[config.mk]
export PLATFORM = sky130hd
export DESIGN_NAME = uart_mem_dump
export DESIGN_NICKNAME = d
export VERILOG_FILES = /design/src/rtl/uart_mem_dump.sv
export SDC_FILE = /design/constraint.sdc
export NUM_CORES = 1
export LEC_CHECK = 0
export BUFFER_PORTS_ARGS = -buffer_cell sky130_fd_sc_hd__buf_2
export CORE_MARGIN = 3
export CORE_UTILIZATION = 50
export CTS_BUF_LIST = sky130_fd_sc_hd__clkbuf_4 sky130_fd_sc_hd__clkbuf_8
export CTS_CLUSTER_DIAMETER = 30
export CTS_CLUSTER_SIZE = 25
export DETAILED_ROUTE_END_ITERATION = 7
export MAX_ROUTING_LAYER = met4
export PLACE_DENSITY = 0.78
export RECOVER_POWER = 25
export SLEW_MARGIN = 20
export SYNTH_ARGS = -nofsm -noshare
export SYNTH_HDL_FRONTEND = slang
export SYNTH_SLANG_ARGS = --single-unit
[constraint.sdc]
create_clock -name clk -period 4.5 [get_ports clk]
set_input_delay 0.675 -clock clk [delete_from_list [all_inputs] [get_ports clk]]
set_output_delay 0.675 -clock clk [all_outputs]
set_load 0.02 [all_outputs]
[src/rtl/uart_mem_dump.sv]
// uart_mem_dump -- serial readback of a data-memory word range over UART 8N1.
//
// Reads word_cnt words starting at base_adr through a synchronous RAM port
// (rd_en/rd_adr, data one cycle later on rd_dat). Each word is sent as four
// little-endian bytes on uart_tx. DIV = CLK_FREQ/BAUD clocks per bit.
//
// Ports:
//   clk       CPU clock, rising edge
//   rst       asynchronous active-low reset
//   start     dump request, sampled in IDLE together with base_adr/word_cnt
//   base_adr  first word address
//   word_cnt  number of words (0 -> immediate done pulse, nothing sent)
//   rd_en     one-cycle read strobe
//   rd_adr    read word address (wraps modulo 2^ADDR_W)
//   rd_dat    read data, valid the cycle after rd_en
//   uart_tx   serial line, idle high, driven from a flop
//   busy      high while a dump is in progress
//   done      one-cycle pulse at completion
//
// Optional feature: define UART_DUMP_CHKSUM_EN to append one byte holding the
// XOR of all data bytes of the dump, sent directly after the last word.

module uart_mem_dump #(
  parameter int CLK_FREQ = 23_000_000,
  parameter int BAUD     = 115_200,
  parameter int ADDR_W   = 14
) (
  input  logic              clk,
  input  logic              rst,
  input  logic              start,
  input  logic [ADDR_W-1:0] base_adr,
  input  logic [14:0]       word_cnt,
  output logic              rd_en,
  output logic [ADDR_W-1:0] rd_adr,
  input  logic [31:0]       rd_dat,
  output logic              uart_tx,
  output logic              busy,
  output logic              done
);

  localparam int DIV   = CLK_FREQ / BAUD;
  localparam int CNT_W = (DIV > 2) ? $clog2(DIV) : 1;
  localparam logic [CNT_W-1:0] BIT_RELOAD = CNT_W'(DIV - 1);

  typedef enum logic [2:0] {
    IDLE, FETCH, CAPT, START, DATA, STOP, CHK, FIN
  } state_t;

  state_t            state, state_nxt;
  logic [CNT_W-1:0]  baud_cnt, baud_nxt;
  logic [3:0]        bit_idx, bit_nxt;
  logic [1:0]        byte_idx, byte_nxt;
  logic [14:0]       remain, remain_nxt;
  logic [ADDR_W-1:0] adr_nxt;
  logic              tx_nxt;
  logic [31:0]       sh_word, sh_nxt;
  logic              bit_end;

`ifdef UART_DUMP_CHKSUM_EN
  logic [7:0]        chk, chk_nxt;
`endif

  assign bit_end = (baud_cnt == '0);

  // Next-state and next-output logic. uart_tx is decided here for the
  // coming cycle so the line itself is always a flop output.
  always_comb begin
    state_nxt  = state;
    baud_nxt   = baud_cnt;
    bit_nxt    = bit_idx;
    byte_nxt   = byte_idx;
    remain_nxt = remain;
    adr_nxt    = rd_adr;
    tx_nxt     = uart_tx;
    sh_nxt     = sh_word;
`ifdef UART_DUMP_CHKSUM_EN
    chk_nxt    = chk;
`endif

    case (state)
      IDLE: begin
        tx_nxt = 1'b1;
        if (start) begin
          remain_nxt = word_cnt;
          adr_nxt    = base_adr;
`ifdef UART_DUMP_CHKSUM_EN
          chk_nxt    = 8'h00;
`endif
          // An empty request completes through FIN without touching memory.
          state_nxt  = (word_cnt == 15'd0) ? FIN : FETCH;
        end
      end

      FETCH: state_nxt = CAPT;

      CAPT: begin
        sh_nxt    = rd_dat;
`ifdef UART_DUMP_CHKSUM_EN
        chk_nxt   = chk ^ rd_dat[7:0] ^ rd_dat[15:8] ^ rd_dat[23:16] ^ rd_dat[31:24];
`endif
        byte_nxt  = 2'd0;
        baud_nxt  = BIT_RELOAD;
        tx_nxt    = 1'b0;
        state_nxt = START;
      end

      START: begin
        if (bit_end) begin
          baud_nxt  = BIT_RELOAD;
          bit_nxt   = 4'd0;
          tx_nxt    = sh_word[0];
          state_nxt = DATA;
        end else begin
          baud_nxt = baud_cnt - CNT_W'(1);
        end
      end

      // The word shifts right one bit per data bit, so after eight shifts
      // the next byte of the word sits in [7:0].
      DATA: begin
        if (bit_end) begin
          baud_nxt = BIT_RELOAD;
          sh_nxt   = sh_word >> 1;
          if (bit_idx == 4'd7) begin
            tx_nxt    = 1'b1;
            state_nxt = STOP;
          end else begin
            bit_nxt = bit_idx + 4'd1;
            tx_nxt  = sh_word[1];
          end
        end else begin
          baud_nxt = baud_cnt - CNT_W'(1);
        end
      end

      STOP: begin
        if (bit_end) begin
          baud_nxt = BIT_RELOAD;
          if (byte_idx != 2'd3) begin
            byte_nxt  = byte_idx + 2'd1;
            tx_nxt    = 1'b0;
            state_nxt = START;
          end else begin
            remain_nxt = remain - 15'd1;
            adr_nxt    = rd_adr + ADDR_W'(1);
            if (remain == 15'd1) begin
`ifdef UART_DUMP_CHKSUM_EN
              bit_nxt   = 4'd0;
              sh_nxt    = {24'h0, chk};
              tx_nxt    = 1'b0;
              state_nxt = CHK;
`else
              state_nxt = FIN;
`endif
            end else begin
              state_nxt = FETCH;
            end
          end
        end else begin
          baud_nxt = baud_cnt - CNT_W'(1);
        end
      end

`ifdef UART_DUMP_CHKSUM_EN
      // Whole trailer frame in one state: bit_idx 0 = start, 1..8 = data,
      // 9 = stop.
      CHK: begin
        if (bit_end) begin
          baud_nxt = BIT_RELOAD;
          bit_nxt  = bit_idx + 4'd1;
          if (bit_idx == 4'd9) begin
            state_nxt = FIN;
          end else if (bit_idx == 4'd8) begin
            tx_nxt = 1'b1;
          end else if (bit_idx == 4'd0) begin
            tx_nxt = sh_word[0];
          end else begin
            sh_nxt = sh_word >> 1;
            tx_nxt = sh_word[1];
          end
        end else begin
          baud_nxt = baud_cnt - CNT_W'(1);
        end
      end
`endif

      FIN: begin
        tx_nxt    = 1'b1;
        state_nxt = IDLE;
      end

      default: begin
        tx_nxt    = 1'b1;
        state_nxt = IDLE;
      end
    endcase
  end

  // Control state and registered outputs.
  always_ff @(posedge clk or negedge rst) begin
    if (!rst) begin
      state    <= IDLE;
      baud_cnt <= '0;
      bit_idx  <= '0;
      byte_idx <= '0;
      remain   <= '0;
      rd_adr   <= '0;
      rd_en    <= 1'b0;
      busy     <= 1'b0;
      done     <= 1'b0;
      uart_tx  <= 1'b1;
    end else begin
      state    <= state_nxt;
      baud_cnt <= baud_nxt;
      bit_idx  <= bit_nxt;
      byte_idx <= byte_nxt;
      remain   <= remain_nxt;
      rd_adr   <= adr_nxt;
      rd_en    <= (state_nxt == FETCH);
      busy     <= (state_nxt != IDLE) && (state_nxt != FIN);
      done     <= (state_nxt == FIN);
      uart_tx  <= tx_nxt;
    end
  end

  // Data path: shift word (and checksum) carry no reset; they are always
  // loaded before use.
  always_ff @(posedge clk) begin
    sh_word <= sh_nxt;
`ifdef UART_DUMP_CHKSUM_EN
    chk     <= chk_nxt;
`endif
  end

endmodule
==> reports/results.ini, run 1 <==
[timing]
relSlewSlack = -0.777
max_freq_mhz = 355
hold_violations = 0
clock_skew_ns = 0.0120
finalSetupViolCount = 0
rsz0062_at_grt = false
drv_slew = 51
period_share = 0.626
setup_tns_ns = 0
tightest_slew_ns = 2.67
layout_min_cycle_time_ns = 2.82

[floorplanning]
pin_count = 82
rows = 33
die_h_um = 101
die_width_um = 101
die-area_mm2 = 0.0101
initial_core_util = 0.530
core_mm2 = 0.00846

[critical_path]
worstPathArrival_ns = 3.06
critPathKind = flop to flop
cp_max_fo = 53
r2r-end = remain[8]$_DFFE_PN0P_
crit_slowest_cell = a21oi_4
ff2ff_path_depth = 6
crit_required_ns = 4.74
cp_cell_sequence = and3b_1, buf_4, a21oi_1, a21oi_4, o21ai_0, a22o_1
end_kind = flop
rrSetupSlack_ns = 1.68
max_stage_delay_ns = 0.71
critPathLaunch = state[0]$_DFF_PN0_
worstReg2RegStart = state[0]$_DFF_PN0_
start_kind = flop

[place]
port-buffer-count = 81
gp_congestion = 0.879
dpl.cell_count = 664
dpl_cell_area_mm2 = 0.00493
dp_hpwl_mm = 6.62

[yosys]
ys_top_cells_by_count = nand2_1, dfrtp_1, a21oi_1, o21ai_0, edfxtp_1
yosysSeqAreaShare = 0.493
syn_inst = 500
async_reset_ff_frac = 0.610
synth_top_area_share = 0.273
yosysMostFrequentCell = nand2_1
ys_top_cells_by_area = dfrtp_1, edfxtp_1, nand2_1
syn_avg_cell_area_um2 = 8.98
synth_ff_type = dfrtp_1
synth-edff-count = 32
ys_seq_elements = 82
synth_largest_area_cell = dfrtp_1
syn-cell-area_mm2 = 0.00449
ys_warn_count = 0
synth_nets = 571
synth_cell_types = 59

[cells_and_area]
n_antenna_cell = 0
fillCellCount = 708
layout.nets = 641
final_cell_count_no_fill = 680
ff_latch_area_mm2 = 0.00221
syn_to_final_growth_pct = 14.2
drive_gt1_frac = 0.209
fin_area_mm2 = 0.00513
multiInputGateArea_mm2 = 0.00211

[min_path]
min_from = sh_word[20]$_DFFE_PP_
holdPathStages = 2
min_path_type = flop to flop
min_to = sh_word[19]$_DFFE_PP_

[global_routing]
grt_usage = 0.204
grt_overflow = 0
grt_pass1_wl_mm = 16.4
antenna_found_initial = 0
grt_max_degree = 54
grt_pass1_vias = 3573

[clock_tree]
ctsHoldBuffers = 0
cts_made_buffers = 9
cts_buffer_depth = 2
clk_pin_slew_ns = 0.09
cts.sinks = 82
cts-resized-gates = 0
cts_max_level = 3
cts-root-buf = clkbuf_8
cts_tree = yes
post_cts_buffers = 0
clock_latency_ns = 0.35

[routing]
viasPerCell = 5.65
drc = 0
firstDrtPassIters = 5
vias = 3841
drt-initial-drc-count = 184
ant_nets = 0
wl_per_cell_um = 14.4
drt_wl_total_mm = 9.82

[power_and_ir_drop]
cellPowerDensity_mw_per_mm2 = 372
p_leak_nw = 2.17
vdd_drop_max_uv = 190

[run]
cap_violations = 1

[status]
violations = capacitance limit, slew limit
status = finished, violations left

logic make-up (layout without fill, tap and decap cells):
group	after synthesis	after routing	synth area share
compound gates	139	139	0.198
buf+inv	36	111	0.0387
simple gates	232	232	0.242
fa+ha+maj	7	7	0.0195
mux	4	4	0.00920
flops	82	82	0.493
layer usage:
metal	routed length, um	track usage	part of all wire
met2	4580	0.308	0.47
met1	4640	0.283	0.47
met4	92	0.0518	0.0094
met5	0	-	0
met3	518	0.0401	0.053
worst max-delay path: cells and delay by family (launching register included):
kind                   cells  cell delay (ns)
AOI/OAI and AO/OA          4             1.39
buffers and inverters      1             0.44
DFF                        1             0.64
and+or+nand+nor            1             0.23
power by group:
group | switching [mW] | internal [mW] | total (mW)
Sequential | 0.124 | 0.877 | 1.00
Combinational | 0.201 | 0.161 | 0.362
Clock | 0.283 | 0.261 | 0.544
Total | 0.608 | 1.30 | 1.91
cell usage in the layout (no fill, tap or decap), drive strengths merged, types with 3 or more instances in the layout:
master	n
nand2	131
buf	85
dfrtp	49
a21oi	48
o21ai	39
edfxtp	32
nor2	30
nand3	18
nor3	12
inv	11
o22ai	10
clkbuf	10
a2bb2oi	9
a31oi	9
nand4	7
ha	7
nor4	7
nand2b	5
and3b	4
o2bb2ai	4
a22oi	4
nor4b	3
mux2i	3
a21o	3
or3	3
and2	3
state kept, by name, indices dropped and copies added (netlist names):
| register | count |
|---|---|
| bit_idx | 4 |
| sh_word | 32 |
| rd_adr | 14 |
| byte_idx | 2 |
| baud_cnt | 8 |
| busy | 1 |
| rd_en | 1 |
| remain | 15 |
| state | 3 |
| done | 1 |
| uart_tx | 1 |
worst max path at each step:
| stage | endpoint | cells after the start |
|---|---|---|
| finish | remain[8]$_DFFE_PN0P_ | 6 |
| detailed placement | remain[8]$_DFFE_PN0P_ | 6 |
| global route | rd_adr[13]$_DFFE_PN0P_ | 2 |
| floorplan | sh_word[0]$_DFFE_PP_ | 5 |
| global placement | remain[3]$_DFFE_PN0P_ | 6 |
| CTS | remain[3]$_DFFE_PN0P_ | 6 |
final cells by class:
class,count,share of cell area
sequential,82,0.432
multi-input combinational,382,0.411
timing repair buffer,86,0.0857
tap,105,0.0256
clock buffer,9,0.0242
clock inverter,7,0.0151
inverter,9,0.00659
metrics by stage:
step / util / hold slack, ns / setup slack, ns / power, mW
2_1_floorplan: - / 0.379 / 0.538 / 1.24
3_3_place_gp: 0.582 / 0.492 / 1.78 / 1.35
3_5_place_dp: 0.582 / 0.493 / 1.75 / 1.38
4_1_cts: 0.606 / 0.455 / 1.73 / 1.92
5_1_grt: 0.606 / 0.543 / 1.11 / 2.02
6_report: 0.606 / 0.517 / 1.68 / 1.91
Note: power is estimated with default switching activity, not from simulation.
==> run 2, diff against run 1 <==
Settings changed: PLACE_DENSITY 0.78 to 0.81.
Clock period 4.5 ns to 2.55 ns, I/O delays scaled along.
==> reports/results.ini, run 2 (synthesis gave the netlist of run 1 again) <==
[cells_and_area]
final_cell_mix = nand2_1, buf_2, dfrtp_1  ; unchanged
layout.nets = 648  ; was 641
syn_to_final_growth_pct = 15.5  ; was 14.2%
drive_gt1_frac = 0.220  ; was 0.209
final_common_cell = nand2_1  ; unchanged
largest_reg_flops = 32  ; unchanged
top_regs = sh_word: 32 flops, remain: 15 flops, rd_adr: 14 flops  ; unchanged
fillCellCount = 726  ; was 708
regMostFlops = sh_word  ; unchanged
n_antenna_cell = 0  ; unchanged

[floorplanning]
die_width_um = 101  ; unchanged
die_h_um = 101  ; unchanged
initial_core_util = 0.530  ; unchanged
die-area_mm2 = 0.0101  ; unchanged
pin_count = 82  ; unchanged
core_mm2 = 0.00846  ; unchanged
rows = 33  ; unchanged

[timing]
relSlewSlack = 0.153  ; was -0.777
drv_slew = 0  ; was 51
timing.hold.ws_ns = 0.295  ; was 0.517 ns
hold_violations = 0  ; unchanged
finalSetupViolCount = 0  ; unchanged
tightest_slew_ns = 1.27  ; was 2.67 ns
layout_min_cycle_time_ns = 2.34  ; was 2.82 ns
clock_skew_ns = 0.0132  ; was 0.0120 ns
period_share = 0.917  ; was 0.626
max_freq_mhz = 428  ; was 355 MHz
setup_tns_ns = 0  ; unchanged
rsz0062_at_grt = false  ; unchanged

[critical_path]
cp_cell_sequence = inv_1, ha_1, nor3b_2, and2_0, a31oi_1, nor3_2, mux2i_1  ; was and3b_1, buf_4, a21oi_1, a21oi_4, o21ai_0, a22o_1
rrSetupSlack_ns = 0.21  ; was 1.68 ns
worstPathArrival_ns = 2.62  ; was 3.06 ns
end_kind = flop  ; unchanged
start_kind = flop  ; unchanged
crit_slowest_cell = and2_0  ; was a21oi_4
max_stage_delay_ns = 0.50  ; was 0.71 ns
critPathKind = flop to flop  ; unchanged
crit_required_ns = 2.83  ; was 4.74 ns
worstReg2RegStart = baud_cnt[1]$_DFFE_PN0P_  ; was state[0]$_DFF_PN0_
cp_max_fo = 8  ; was 53
r2r-end = busy$_DFF_PN0_  ; was remain[8]$_DFFE_PN0P_
ff2ff_path_depth = 7  ; was 6

[routing]
wl_per_cell_um = 14.5  ; was 14.4 um
firstDrtPassIters = 4  ; was 5
drt_wl_total_mm = 9.95  ; was 9.82 mm
vias = 3931  ; was 3841
ant_nets = 0  ; unchanged
viasPerCell = 5.72  ; was 5.65
drt-initial-drc-count = 295  ; was 184
drc = 0  ; unchanged

[global_routing]
grt_max_degree = 51  ; was 54
grt_overflow = 0  ; unchanged
grt_usage = 0.212  ; was 0.204
grt_pass1_vias = 3730  ; was 3573
antenna_found_initial = 0  ; unchanged
grt_pass1_wl_mm = 17.0  ; was 16.4 mm

[power_and_ir_drop]
p_seq_frac = 0.523  ; was 0.525
vdd_drop_max_uv = 307  ; was 190 uV
p_int_mw = 2.29  ; was 1.30 mW
p_sw_frac = 0.319  ; about the same
cellPowerDensity_mw_per_mm2 = 650  ; was 372 mW/mm2
p_sw_mw = 1.07  ; was 608 uW
clkPwrFrac = 0.280  ; was 0.285
p_leak_nw = 2.21  ; was 2.17 nW
combPwrFrac = 0.197  ; was 0.190

[min_path]
holdPathStages = 3  ; was 2
min_path_type = input port to flop  ; was flop to flop
min_to = sh_word[24]$_DFFE_PP_  ; was sh_word[19]$_DFFE_PP_
min_from = rd_dat[24]  ; was sh_word[20]$_DFFE_PP_

[place]
port-buffer-count = 81  ; unchanged
gp_congestion = 0.888  ; was 0.879
dp_hpwl_mm = 6.95  ; was 6.62 mm

[clock_tree]
cts_max_level = 3  ; unchanged
cts_made_buffers = 9  ; unchanged
clock_latency_ns = 0.35  ; about the same
cts_buffer_depth = 2  ; unchanged
cts-root-buf = clkbuf_8  ; unchanged
clk_pin_slew_ns = 0.09  ; about the same
cts_tree = yes  ; unchanged
cts.sinks = 82  ; unchanged

[status]
status = complete, no violations  ; was finished, violations left

[run]
cap_violations = 0  ; was 1

run 2: cell count changes in the layout (fill, tap and decap cells not counted), sizes merged:
cell and change:
clkinvlp -1, clkinv +2, buf +7, inv -1
run 2: what timing repair did:
action,in CTS,in global routing
endpoints found under the setup margin,0,3
gates resized for setup,0,1
hold buffers,0,0
setup buffers,0,0
run 2: worst max path at each step:
stage,from,to,cells past startpoint
after floorplan,baud_cnt[0]$_DFFE_PN0P_,sh_word[0]$_DFFE_PP_,5
after global placement,baud_cnt[0]$_DFFE_PN0P_,remain[1]$_DFFE_PN0P_,7
after detailed placement,baud_cnt[1]$_DFFE_PN0P_,remain[1]$_DFFE_PN0P_,7
after CTS,baud_cnt[1]$_DFFE_PN0P_,remain[1]$_DFFE_PN0P_,7
after global routing,baud_cnt[1]$_DFFE_PN0P_,busy$_DFF_PN0_,7
final,baud_cnt[1]$_DFFE_PN0P_,busy$_DFF_PN0_,7
run 2: final cells by class:
type                    instances  area (um2)  area share
well taps                     105         131      0.0253
flip-flops and latches         82        2210       0.427
clock inverters                 7        68.8      0.0133
inverters                       9        33.8     0.00652
clock buffers                   9         124      0.0239
multi-input cells             382        2110       0.407
repair buffers                 93         505      0.0975
run 2: through the flow:
stage / instances / area (um2) / worst slack, ns / power [mW] / util
floorplan: 500 / 4490 / 0.0628 / 2.18 / -
global placement: 671 / 4990 / 0.344 / 2.40 / 0.590
detailed placement: 671 / 4990 / 0.207 / 2.44 / 0.590
CTS: 687 / 5190 / 0.181 / 3.38 / 0.613
global route: 687 / 5180 / 0.0216 / 3.56 / 0.613
finish: 687 / 5180 / 0.213 / 3.37 / 0.613
run 2: worst max-delay path, delay by kind of cell (launching register included):
kind | cells | cell delay (ns)
muxes | 1 | 0.22
and+or+nand+nor | 3 | 1.21
adders and majority gates | 1 | 0.15
DFF | 1 | 0.43
buffers and inverters | 1 | 0.10
AOI/OAI and AO/OA | 1 | 0.17
run 2: power by group through the flow:
stage               Sequential [mW]  Combinational, mW  Clock (mW)
floorplan                      1.81              0.376           0
global placement               1.77              0.630           0
detailed placement             1.79              0.653           0
CTS                            1.76              0.664       0.961
global route                   1.79              0.749        1.02
finish                         1.76              0.662       0.944
run 2: layer usage:
layer,global-route usage,part of all wire
met1,0.290,0.45
met4,0.0694,0.0093
met2,0.325,0.48
met5,-,0
met3,0.0325,0.061
==> run 3, diff against run 2 <==
Settings changed: ABC_AREA set to 1, SETUP_SLACK_MARGIN set to 0.15.
==> reports/results.ini, run 3 <==
[status]
status = complete, no violations  ; unchanged

[timing]
clock_skew_ns = 0.0111  ; was 0.0132 ns
setup_tns_ns = 0  ; unchanged
drv_slew = 0  ; unchanged
max_freq_mhz = 485  ; was 428 MHz
layout_min_cycle_time_ns = 2.06  ; was 2.34 ns
finalSetupViolCount = 0  ; unchanged
rsz0062_at_grt = false  ; unchanged
hold_violations = 0  ; unchanged
tightest_slew_ns = 1.21  ; was 1.27 ns
period_share = 0.808  ; was 0.917
relSlewSlack = 0.192  ; was 0.153

[yosys]
muxShareOfSynthArea = 0  ; was 0.00920
synth-edff-count = 32  ; unchanged
ys_seq_elements = 82  ; unchanged
yosysSeqAreaShare = 0.485  ; was 0.493
synth_ff_type = dfrtp_1  ; unchanged
synth-simple-area-share = 0.300  ; was 0.242
yosysMostFrequentCell = nand2_1  ; unchanged
synth_largest_area_cell = dfrtp_1  ; unchanged
ys_warn_count = 0  ; unchanged
syn_avg_cell_area_um2 = 8.03  ; was 8.98 um2
syn_inst = 568  ; was 500
synth_xor_xnor_area_share = 0.0250  ; was 0
synth_compound_area_frac = 0.109  ; was 0.198
syn-cell-area_mm2 = 0.00456  ; was 0.00449 mm2
synth_top_family_by_area = simple AND/OR/NAND/NOR gates  ; unchanged
synth_top_area_share = 0.269  ; was 0.273
synth_cell_types = 42  ; was 59
async_reset_ff_frac = 0.610  ; unchanged
synth_nets = 639  ; was 571
synthAdderAreaFrac = 0.0192  ; was 0.0195
ys_top_cells_by_count = nand2_1, nor2_1, dfrtp_1, inv_1, edfxtp_1  ; was nand2_1, dfrtp_1, a21oi_1, o21ai_0, edfxtp_1
ys_top_cells_by_area = dfrtp_1, edfxtp_1, nand2_1  ; unchanged

[global_routing]
grt_pass1_vias = 3703  ; was 3730
grt_pass1_wl_mm = 16.9  ; was 17.0 mm
grt_max_degree = 39  ; was 51
grt_usage = 0.210  ; was 0.212
grt_overflow = 0  ; unchanged
antenna_found_initial = 1  ; was 0

[cells_and_area]
final_common_cell = nand2_1  ; unchanged
syn_to_final_growth_pct = 14.9  ; was 15.5%
top_regs = sh_word: 32 flops, remain: 15 flops, rd_adr: 14 flops  ; unchanged
final_cell_mix = nand2_1, buf_2, nor2_1  ; was nand2_1, buf_2, dfrtp_1
drive_gt1_frac = 0.214  ; was 0.220
layout.nets = 721  ; was 648
largest_reg_flops = 32  ; unchanged
regMostFlops = sh_word  ; unchanged

[routing]
drc = 0  ; unchanged
vias = 3958  ; was 3931
viasPerCell = 5.18  ; was 5.72
ant_nets = 0  ; unchanged
wl_per_cell_um = 13.0  ; was 14.5 um
drt-initial-drc-count = 139  ; was 295
firstDrtPassIters = 5  ; was 4
drt_wl_total_mm = 9.96  ; was 9.95 mm

[critical_path]
start_kind = input port  ; was flop
ff2ff_path_depth = 9  ; was 7
cp_max_fo = 20  ; was 8
cp_cell_sequence = dlygate4sd3_1, clkbuf_1, clkbuf_1  ; was inv_1, ha_1, nor3b_2, and2_0, a31oi_1, nor3_2, mux2i_1
crit_required_ns = 2.95  ; was 2.83 ns
worstPathArrival_ns = 2.47  ; was 2.62 ns
r2r-end = remain[5]$_DFFE_PN0P_  ; was busy$_DFF_PN0_
critPathKind = input port to asynchronous set/reset pin  ; was flop to flop
rrSetupSlack_ns = 0.56  ; was 0.21 ns
max_stage_delay_ns = 0.89  ; was 0.50 ns
setup.worst_path.end = baud_cnt[0]$_DFFE_PN0P_  ; was busy$_DFF_PN0_
crit_slowest_cell = clkbuf_1  ; was and2_0
critPathLaunch = rst  ; was baud_cnt[1]$_DFFE_PN0P_
path_common_cell = clkbuf_1
worstReg2RegStart = baud_cnt[0]$_DFFE_PN0P_  ; was baud_cnt[1]$_DFFE_PN0P_
end_kind = asynchronous set/reset pin  ; was flop

[clock_tree]
clock_latency_ns = 0.36  ; was 0.35 ns
cts_tree = yes  ; unchanged
cts.sinks = 82  ; unchanged
cts_buffer_depth = 2  ; unchanged
clk_pin_slew_ns = 0.10  ; was 0.09 ns
cts-root-buf = clkbuf_8  ; unchanged
post_cts_buffers = 0  ; unchanged
cts_made_buffers = 9  ; unchanged
cts_max_level = 3  ; unchanged

[min_path]
min_path_type = input port to flop  ; unchanged

[power_and_ir_drop]
total_power_mw = 4.89  ; was 3.37 mW
cellPowerDensity_mw_per_mm2 = 932  ; was 650 mW/mm2
clkPwrFrac = 0.185  ; was 0.280
p_leak_nw = 2.48  ; was 2.21 nW
p_int_mw = 2.84  ; was 2.29 mW
p_sw_frac = 0.419  ; was 0.319
vdd_drop_max_uv = 372  ; was 307 uV
p_seq_frac = 0.462  ; was 0.523
combPwrFrac = 0.353  ; was 0.197
p_sw_mw = 2.05  ; was 1.07 mW

[place]
dp_hpwl_mm = 7.08  ; was 6.95 mm
port-buffer-count = 81  ; unchanged
gp_congestion = 0.920  ; was 0.888

[floorplanning]
die_width_um = 102  ; was 101 um
initial_core_util = 0.518  ; was 0.530
pin_count = 82  ; unchanged
die-area_mm2 = 0.0103  ; was 0.0101 mm2
die_h_um = 102  ; was 101 um
core_mm2 = 0.00881  ; was 0.00846 mm2
rows = 34  ; was 33

[run]
cap_violations = 0  ; unchanged

-- run 3: cell count changes in the layout (fill, tap and decap cells not counted), sizes merged, moves of 9 or more --
cell / before / now
nand2: 131 / 199
inv: 10 / 48
nor2: 30 / 62
a21oi: 48 / 21
nand3: 18 / 32
xor2: 0 / 10
a2bb2oi: 9 / 0
-- run 3: logic make-up (layout without fill, tap and decap cells) --
| group | after synthesis | in the layout |
|---|---|---|
| AND/OR/NAND/NOR | 319 | 319 |
| AO/OA/AOI/OAI | 83 | 83 |
| flip-flops | 82 | 82 |
| buffers and inverters | 64 | 151 |
| XOR/XNOR | 13 | 13 |
| adder cells (fa/ha/maj) | 7 | 7 |
| other | 0 | 1 |
-- run 3: power by group through the flow --
| stage | Clock, mW | Sequential [mW] | Combinational, mW |
|---|---|---|---|
| 6_report | 0.905 | 2.26 | 1.72 |
| 5_1_grt | 0.978 | 2.32 | 1.99 |
| 4_1_cts | 0.923 | 2.25 | 1.74 |
| 3_5_place_dp | 0 | 2.28 | 1.73 |
| 3_3_place_gp | 0 | 2.25 | 1.67 |
| 2_1_floorplan | 0 | 2.36 | 1.13 |
-- run 3: worst min-delay path by stage --
| stage | cells after the start | start | to |
|---|---|---|---|
| after floorplan | 0 | rst | baud_cnt[0]$_DFFE_PN0P_ |
| after global placement | 1 | rst | rd_adr[5]$_DFFE_PN0P_ |
| after detailed placement | 1 | rst | rd_adr[3]$_DFFE_PN0P_ |
| after CTS | 3 | base_adr[7] | rd_adr[7]$_DFFE_PN0P_ |
| after global routing | 3 | base_adr[2] | rd_adr[2]$_DFFE_PN0P_ |
| final | 3 | base_adr[2] | rd_adr[2]$_DFFE_PN0P_ |
-- run 3: routing by layer --
metal,share of wire,vias up,track usage
li1,-,2024,-
met1,0.44,1792,0.267
met2,0.47,125,0.339
met3,0.069,17,0.0461
met4,0.016,0,0.0593
met5,0,-,-
-- run 3: stage by stage --
step / util / std cells / setup WS (ns) / hold slack (ns) / instance area, um2
after CTS: 0.596 / 763 / 0.564 / 0.269 / 5250
after global routing: 0.595 / 764 / 0.198 / 0.277 / 5240
after detailed placement: 0.574 / 746 / 0.591 / 0.374 / 5050
after global placement: 0.574 / 746 / 0.629 / 0.369 / 5050
after floorplan: - / 568 / 0.282 / 0.0869 / 4570
final: 0.595 / 764 / 0.489 / 0.277 / 5240
-- run 3: worst max-delay path, delay by kind of cell --
kind,cells,cell delay [ns]
buffers and inverters,3,2.07
-- run 3: final cells by class --
type                            instances  area [um2]
Fill cell                             792        3560
Sequential cell                        82        2210
Multi-Input combinational cell        422        2070
Timing Repair Buffer                   89         460
Inverter                               46         175
Tap cell                              108         135
Clock buffer                            9         124
Clock inverter                          7        61.3
Antenna cell                            1        2.50
-- run 3: what timing repair did --
item                                   CTS  global route
endpoints found under the hold margin   18             0
resized for setup                        0             0
hold buffers                             1             0
